[src/rtl/sync_fifo_v2.sv]
// Parametrised single-clock FIFO with fill count, thresholds and sticky errors.
// Define SYNC_FIFO_FWFT_EN for first-word-fall-through output.
module sync_fifo_v2 #(
  parameter int WIDTH    = 8,
  parameter int DEPTH    = 16,
  parameter int AF_LEVEL = 14,
  parameter int AE_LEVEL = 2
) (
  input  logic                     clk,
  input  logic                     rst,
  input  logic                     wr_en,
  input  logic [WIDTH-1:0]         din,
  input  logic                     rd_en,
  output logic [WIDTH-1:0]         dout,
  input  logic                     flush,
  output logic                     full,
  output logic                     empty,
  output logic                     almost_full,
  output logic                     almost_empty,
  output logic [$clog2(DEPTH):0]   count,
  output logic                     overflow,
  output logic                     underflow
);

  localparam int AW = $clog2(DEPTH);
  localparam logic [AW:0] AF_TH = (AW+1)'(AF_LEVEL);
  localparam logic [AW:0] AE_TH = (AW+1)'(AE_LEVEL);

  logic [WIDTH-1:0] r_mem [DEPTH];
  logic [AW:0]      r_wr_ptr;
  logic [AW:0]      r_rd_ptr;
  logic             r_ovf;
  logic             r_udf;

  logic [AW:0]      w_count;
  logic             w_empty;
  logic             w_full;
  logic             w_wr_acc;
  logic             w_rd_acc;
  logic             w_wr_rej;
  logic             w_rd_rej;

  // Extra pointer MSB tells a full ring from an empty one
  assign w_count = r_wr_ptr - r_rd_ptr;
  assign w_empty = (r_wr_ptr == r_rd_ptr);
  assign w_full  = (r_wr_ptr[AW-1:0] == r_rd_ptr[AW-1:0])
                && (r_wr_ptr[AW] != r_rd_ptr[AW]);

  assign w_wr_acc = wr_en && !w_full  && !flush;
  assign w_rd_acc = rd_en && !w_empty && !flush;
  assign w_wr_rej = wr_en && w_full   && !flush;
  assign w_rd_rej = rd_en && w_empty  && !flush;

  assign full         = w_full;
  assign empty        = w_empty;
  assign count        = w_count;
  assign almost_full  = (w_count >= AF_TH);
  assign almost_empty = (w_count <= AE_TH);
  assign overflow     = r_ovf;
  assign underflow    = r_udf;

  always_ff @(posedge clk) begin
    if (w_wr_acc)
      r_mem[r_wr_ptr[AW-1:0]] <= din;
  end

  always_ff @(posedge clk or posedge rst) begin
    if (rst) begin
      r_wr_ptr <= '0;
      r_rd_ptr <= '0;
    end else if (flush) begin
      r_wr_ptr <= '0;
      r_rd_ptr <= '0;
    end else begin
      if (w_wr_acc)
        r_wr_ptr <= r_wr_ptr + 1'b1;
      if (w_rd_acc)
        r_rd_ptr <= r_rd_ptr + 1'b1;
    end
  end

  always_ff @(posedge clk or posedge rst) begin
    if (rst) begin
      r_ovf <= 1'b0;
      r_udf <= 1'b0;
    end else if (flush) begin
      r_ovf <= 1'b0;
      r_udf <= 1'b0;
    end else begin
      if (w_wr_rej)
        r_ovf <= 1'b1;
      if (w_rd_rej)
        r_udf <= 1'b1;
    end
  end

`ifdef SYNC_FIFO_FWFT_EN
  assign dout = r_mem[r_rd_ptr[AW-1:0]];
`else
  logic [WIDTH-1:0] r_dout;

  always_ff @(posedge clk or posedge rst) begin
    if (rst)
      r_dout <= '0;
    else if (w_rd_acc)
      r_dout <= r_mem[r_rd_ptr[AW-1:0]];
  end

  assign dout = r_dout;
`endif

endmodule
[config.mk]
export PLATFORM = sky130hd
export DESIGN_NAME = sync_fifo_v2
export DESIGN_NICKNAME = d
export VERILOG_FILES = /design/src/rtl/sync_fifo_v2.sv
export SDC_FILE = /design/constraint.sdc
export NUM_CORES = 1
export LEC_CHECK = 0
export CAP_MARGIN = 10
export CORE_MARGIN = 2
export CORE_UTILIZATION = 55
export DETAILED_ROUTE_END_ITERATION = 8
export GPL_TIMING_DRIVEN = 0
export PLACE_DENSITY = 0.72
export SETUP_SLACK_MARGIN = 0.2
export SYNTH_ARGS = -nofsm -noshare
export SYNTH_HDL_FRONTEND = slang
export SYNTH_SLANG_ARGS = --single-unit
[constraint.sdc]
create_clock -name clk -period 5.8 [get_ports clk]
set_input_delay 1.16 -clock clk [delete_from_list [all_inputs] [get_ports clk]]
set_output_delay 1.16 -clock clk [all_outputs]
set_load 0.005 [all_outputs]
---- Yosys cells after proc, flatten, opt, wreduce, memory -nomap -nowiden ----
Memories as Yosys holds them, arrays and structs flattened. A register that Yosys moved wholly into a read port is not among the register bits.
Cells that the tools add are included.
operators by class
  $add $sub $neg .......................... 3
  reduce and logical (&&, ||, !) cells .... 16
  order comparisons ....................... 2
  muxes and demuxes ....................... 10
  eq/ne operators ......................... 3
operators by type and width
  cell                 number
  $mux 5               4
  $add 5x1->5 const B  2
  $logic_and 1x1->1    9
  $reduce_bool 2->1    4
  $mux 1               6
  $eq 5x5->1           1
  $ge 5x4->1 const B   1
  $le 5x2->1 const B   1
  $sub 5x5->5          1
  $eq 4x4->1           1
  $logic_not 1->1      3
  $ne 1x1->1           1
word-level totals
  input bits .............................. 13
  memories ................................ 1
  output and inout bits ................... 19
  bits in writable memories ............... 128
  register bits after elaboration ......... 12
  word-level logic and storage cells ...... 39
memory list
  name   depth  width  read ports  clocked after Yosys merged registers in  write ports  RTL line  source
  r_mem  16     8      1           1                                        1            29        logic [WIDTH-1:0] r_mem [DEPTH];

---- Depth between registers and ports, before layout ----
Gate-level depths: netlist (run 1).
  depth after elaboration ................. 7
  gate-level depth with buffers ........... 9

---- Worst setup path before layout (run 1) ----
OpenSTA, ideal clock, no wires.
  path kind ............................... register -> output
  start ................................... register r_rd_ptr[1]
  end ..................................... output port almost_empty
  cell stages (with the launch flop) ...... 9
  required time ........................... 4640 ps
  arrival ................................. 2050 ps
  setup slack ............................. 2590 ps
  path through ............................ dfrtp_1 > buf_2 > buf_2 > inv_1 > ha_1 > nor2b_1 > o21a_1 > or3_1 > a211oi_1
between the ends
  longest elaborated chain between the ends .. 2
ends and longest elaborated chain
  element                 RTL line  source
  from (decl)             31        logic [AW:0] r_rd_ptr;
  from (signal assigned)  78        r_rd_ptr <= r_rd_ptr + 1'b1;
  $sub 5x5->5             44        assign w_count = r_wr_ptr - r_rd_ptr;
  $le 5x2->1              58        assign almost_empty = (w_count <= AE_TH);
  to (decl)               19        output logic almost_empty,
Every way passes these cells.

---- Final worst setup path (run 1) ----
Same ends and word-level chain as after synthesis.

==> flow_metrics.tcl, run 1 <==
set metrics [dict create \
    grt_overflow 0 \
    final_design_area_no_fill_um2 7200 \
    num_rows 38 \
    final_cell_mix "128 x edfxtp_1, 34 x nor2_1, 34 x mux2i_1" \
    r2r_slack_ns 2.28 \
    hp-class "reg -> reg" \
    power_leakage_nw 2.38 \
    drive_gt1_share_pct 14.8 \
    synthSimpleGateAreaFrac_pct 5.52 \
    grt_pass1_vias 3464 \
    r2r_cells 8 \
    mostFrequentLayoutCell "edfxtp_1" \
    grt_max_degree 21 \
    crit_path_max_fanout 10 \
    post_cts_resized 0 \
    boundaryPins 32 \
    async_flop_share_pct 13.5 \
    chipWidth_um 109 \
    port_buffers 31 \
    clk_pin_slew_ns 0.06 \
    drt_first_pass_iters 6 \
    crit_required_ns 4.64 \
    cts_hold_buffers 0 \
    synth_top_family_by_area "multiplexers" \
    initial_core_util_pct 56.2 \
    die_h_um 109 \
    drv_cap 0 \
    wl_per_cell_um 22.1 \
    finalCriticalPeriod_ns 4.57 \
    grt.total_usage_pct 23.6 \
    multi_input_area_um2 1620 \
    drt-total-wl_mm 12.6 \
    setup_violations 0 \
    syn-cell-area_um2 6090 \
    syn-instance-count 366 \
    reg2reg_to "r_mem[5][7]" \
    rsz0062_at_grt "no" \
    place.gp.congestion 0.827 \
    fin_ws_ns 1.23 \
    fmax_mhz 219 \
    crit_arrival_ns 3.41 \
    core_um2 10800 \
    fillers 764 \
    dp.final_hpwl_mm 8.45 \
    drc 0 \
    ir_worst_vdd_v 0.000272 \
    clock_latency_ns 0.53 \
    rr_startpoint "r_rd_ptr[1]" \
    cp-startpoint "r_rd_ptr[1]" \
    grt_pass1_wl_mm 19.6 \
    nets 442 \
    cts_made_buffers 17 \
    crit_type "reg -> out" \
    slowest_delay_ns 0.55 \
    total_power_w 0.00276 \
    drv_slew 0 \
    slew_headroom_pct 41.6 \
    report.final.hold_viol_count 0 \
    syn_area_per_cell_um2 16.6 \
    design.die.area_um2 11900 \
    synthFlopType "edfxtp_1" \
    synth_edf_count 128 \
    clockRootBuffer "clkbuf_8" \
    start_kind "flop" \
    crit_top_cell "buf_2" \
    yosysTopAreaCell "edfxtp_1" \
    synth_compound_area_share_pct 5.75 \
    antenna_found_initial 0 \
    vias 3405 \
    dp_slack_ns 1.78 \
    status "finished, final reports clean" \
    synthDominantCellAreaShare_pct 63.1 \
    synthMuxAreaShare_pct 11.5 \
    htreeDepth 4 \
    cp-end-kind "output pin" \
    tns_ns 0 \
    finalCritPeriodShare_pct 78.8 \
    cts_setup_buffers 0 \
    ant_nets 0 \
    ys.warnings.count 0 \
    synthAdderAreaFrac_pct 2.18 \
    endpoint "almost_empty" \
    max_slew.worst_pin.slew_ns 0.873 \
    p_per_area_nw_per_um2 384 \
    cts.sinks 148 \
    cp_slowest_cell "clkdlybuf4s50_1" \
    synth-xor-area-share_pct 1.54 \
    ys_types 40 \
    synth_seq_area_share_pct 71.3 \
    cts_buffer_depth 2 \
    skew_ns 0.00629 \
    via_per_inst 5.96 \
    ys_ff_latch 148 \
    place_area_um2 6600 \
    drt-initial-drc-count 313 \
    n_antenna_cell 0 \
    cts_tree "yes" \
    register_area_um2 4340 \
    area_growth_pct 18.2 \
    path_cells "buf_2 > buf_2 > inv_1 > ha_1 > nor2b_1 > o21a_1 > or3_1 > a211oi_1 > clkdlybuf4s50_1" \
    synth_nets 389 \
    synthTopCellsByArea "edfxtp_1 63%, dfrtp_1 8.2%, mux4_2 5.9%" \
]
## through the flow
stage	std cells	hold WS, ns	utilization [%]
floorplan	366	0.486	-
detailed placement	540	0.484	60.9
CTS	571	0.500	66.4
finish	571	0.499	66.4
global route	571	0.539	66.4
global placement	537	0.483	60.7
## kinds of logic after synthesis
family	Yosys count
flip-flops	148
AND/OR/NAND/NOR	72
AO/OA/AOI/OAI	52
multiplexers	50
buffers and inverters	25
adder cells (fa/ha/maj)	10
XOR/XNOR	9
## Yosys cell counts, types with 6 or more instances
library cell / n
edfxtp_1: 128
mux2i_1: 34
nor2_1: 34
dfrtp_1: 20
mux4_2: 16
o22ai_1: 15
nand2_1: 14
a211oi_1: 10
inv_1: 10
ha_1: 9
a31oi_1: 8
a21oi_1: 6
buf_2: 6
## power by group
group / total [W] / leakage [nW] / switching, W / internal (W)
Sequential: 0.00122 / 1.41 / 0.0000258 / 0.00120
Combinational: 0.000432 / 0.688 / 0.000202 / 0.000230
Clock: 0.00111 / 0.291 / 0.000411 / 0.000698
Total: 0.00276 / 2.38 / 0.000639 / 0.00213
## area by class of cell
type	instances	area share, %
flip-flops and latches	148	60.3
multi-input cells	193	22.5
clock buffers	19	5.86
repair buffers	34	4.55
clock inverters	12	2.45
well taps	140	2.43
plain buffers	15	1.36
inverters	10	0.521
## flip-flops by register name, indices dropped and copies added (netlist names)
register   cells
dout           8
overflow       1
r_mem        128
r_rd_ptr       5
r_wr_ptr       5
underflow      1
## worst min-delay path by stage
stage | cells after the start | from | slack (ns) | to
6_report | 2 | underflow | 0.50 | underflow
5_1_grt | 2 | underflow | 0.54 | underflow
4_1_cts | 2 | underflow | 0.50 | underflow
3_5_place_dp | 2 | underflow | 0.48 | underflow
3_3_place_gp | 2 | underflow | 0.48 | underflow
2_1_floorplan | 2 | overflow | 0.49 | overflow
## per-layer routing
layer	GRT usage (%)	vias up	wire length [um]
met4	9.86	0	228
met3	5.98	17	776
met1	31.1	1731	5320
li1	-	1537	-
met2	37.9	120	6300
met5	0	-	0
## worst max-delay path: cells and delay by family (launching register included)
kind	cells	cell delay, ns
AND/OR/NAND/NOR	2	0.49
buffers and inverters	4	1.29
flip-flops	1	0.36
adder cells (fa/ha/maj)	1	0.32
AO/OA/AOI/OAI	2	0.43
(Power assumes the default switching activity.)
==> inputs of run 2 (changes only) <==
==> constraint.sdc (replaced) <==
create_clock -name clk -period 4.3 [get_ports clk]
set_input_delay 0.86 -clock clk [delete_from_list [all_inputs] [get_ports clk]]
set_output_delay 0.86 -clock clk [all_outputs]
set_load 0.005 [all_outputs]
==> flow_metrics.tcl, run 2 (synthesis results as in run 1) <==
set metrics [dict create \
    drive_gt1_share_pct 15.1 \
    cts_tree "yes" \
    critical-path-top-delay-family "buffers and inverters" \
    design.die.area_um2 11900 \
    core_um2 10800 \
    wl_per_cell_um 22.1 \
    min_from "underflow" \
    finalCriticalPeriod_ns 3.89 \
    cts_buffer_depth 2 \
    fmax_mhz 257 \
    htreeDepth 4 \
    finalCritPeriodShare_pct 90.5 \
    place.gp.congestion 0.827 \
    grt_max_degree 21 \
    die_h_um 109 \
    combinationalPowerShare_pct 15.7 \
    p_per_area_nw_per_um2 518 \
    tns_ns 0 \
    grt_pass1_vias 3456 \
    fillers 762 \
    hp-class "reg -> reg" \
    switching_power_w 0.000869 \
    max_slew.worst_pin.slew_ns 0.875 \
    path_cells "buf_6 > buf_8 > clkinvlp_4 > ha_1 > nor2b_1 > o21a_1 > or3_1 > a41o_1 > clkdlybuf4s50_1" \
    power_leakage_nw 2.39 \
    cp_slowest_cell "clkdlybuf4s50_1" \
    drv_slew 0 \
    pwr-share-seq_pct 44.1 \
    vias 3414 \
    register_area_um2 4340 \
    final_cell_mix "128 x edfxtp_1, 34 x nor2_1, 34 x mux2i_1" \
    path_buf_inv 4 \
    cts_setup_buffers 0 \
    skew_ns 0.00602 \
    antenna_found_initial 0 \
    dp.final_hpwl_mm 8.45 \
    slew_headroom_pct 41.3 \
    clock_latency_ns 0.53 \
    drv_cap 0 \
    grt_pass1_wl_mm 19.6 \
    cp-startpoint "r_rd_ptr[1]" \
    chipWidth_um 109 \
    drt-initial-drc-count 303 \
    internal-power_w 0.00287 \
    rsz0062_at_grt "no" \
    mostFrequentLayoutCell "edfxtp_1" \
    start_kind "flop" \
    clockRootBuffer "clkbuf_8" \
    clkPwrFrac_pct 40.2 \
    finalCoreUtilization_pct 66.6 \
    boundaryPins 32 \
    grt_overflow 0 \
    cts.sinks 148 \
    via_per_inst 5.98 \
    crit_required_ns 3.44 \
    report.final.hold_viol_count 0 \
    p_sw_share_pct 23.2 \
    rr_startpoint "r_rd_ptr[2]" \
    num_rows 38 \
    area_growth_pct 18.5 \
    cp-end-kind "output pin" \
    drt_first_pass_iters 5 \
    slowest_delay_ns 0.45 \
    crit_type "reg -> out" \
    nets 442 \
    drt-total-wl_mm 12.6 \
    ir_worst_vdd_v 0.000367 \
    ant_nets 0 \
    cts_hold_buffers 0 \
    grt.total_usage_pct 23.6 \
    crit_arrival_ns 3.03 \
    setup_violations 0 \
    initial_core_util_pct 56.2 \
    largest_reg_flops 128 \
    n_antenna_cell 0 \
    port_buffers 31 \
    drc 0 \
    clk_pin_slew_ns 0.06 \
    multi_input_area_um2 1620 \
    status "finished, final reports clean" \
    cts_made_buffers 17 \
    crit_path_max_fanout 10 \
]
## run 2: worst paths after layout
kind	end	slack, ns	cells past startpoint
max	almost_full	0.41	9
min	underflow	0.50	2
max reg2reg	r_mem[5][5]	1.00	7
min reg2reg	underflow	0.50	2
max in group asynchronous	r_rd_ptr[2]	2.96	2
min in group asynchronous	overflow	0.80	2
## run 2: power groups by stage
stage / Clock [W] / Sequential, W / Combinational (W)
finish: 0.00150 / 0.00165 / 0.000585
global placement: 0 / 0.00168 / 0.000571
CTS: 0.00151 / 0.00165 / 0.000593
global route: 0.00158 / 0.00166 / 0.000637
floorplan: 0 / 0.00167 / 0.000328
detailed placement: 0 / 0.00168 / 0.000588
## run 2: stage by stage
step	power, W	setup WS, ns	std cells	area [um^2]	hold slack [ns]
floorplan	0.00200	1.34	366	6090	0.486
global placement	0.00225	0.369	537	6580	0.483
detailed placement	0.00227	0.582	540	6600	0.484
CTS	0.00376	0.251	571	7210	0.500
global route	0.00387	0.260	571	7220	0.539
finish	0.00374	0.410	571	7220	0.499
## run 2: what timing repair did
action | 4_1_cts | 5_1_grt
setup endpoints to repair | 3 | 1
resized for setup | 3 | 4
pin swaps | 0 | 0
## run 2: area by class of cell
class,instances,area share [%]
Buffer,15,1.58
Clock buffer,19,5.84
Clock inverter,12,2.44
Inverter,10,0.572
Multi-Input combinational cell,193,22.4
Sequential cell,148,60.2
Tap cell,140,2.43
Timing Repair Buffer,34,4.57
## run 2: routing by layer
metal	vias up	GRT usage [%]	part of all wire, %
li1	1534	-	-
met3	23	5.98	5.3
met5	-	0	0
met4	0	9.95	2.2
met2	111	37.8	50
met1	1746	31.1	43
## run 2: worst register-to-register path, cell delays in order, from the launching register on
cell and delay [ns]:
dfrtp_1 0.42, buf_2 0.32, inv_1 0.13, ha_1 0.36, and4_1 0.26, a211oi_1 0.43, nand2_1 0.28, nor2_1 0.73
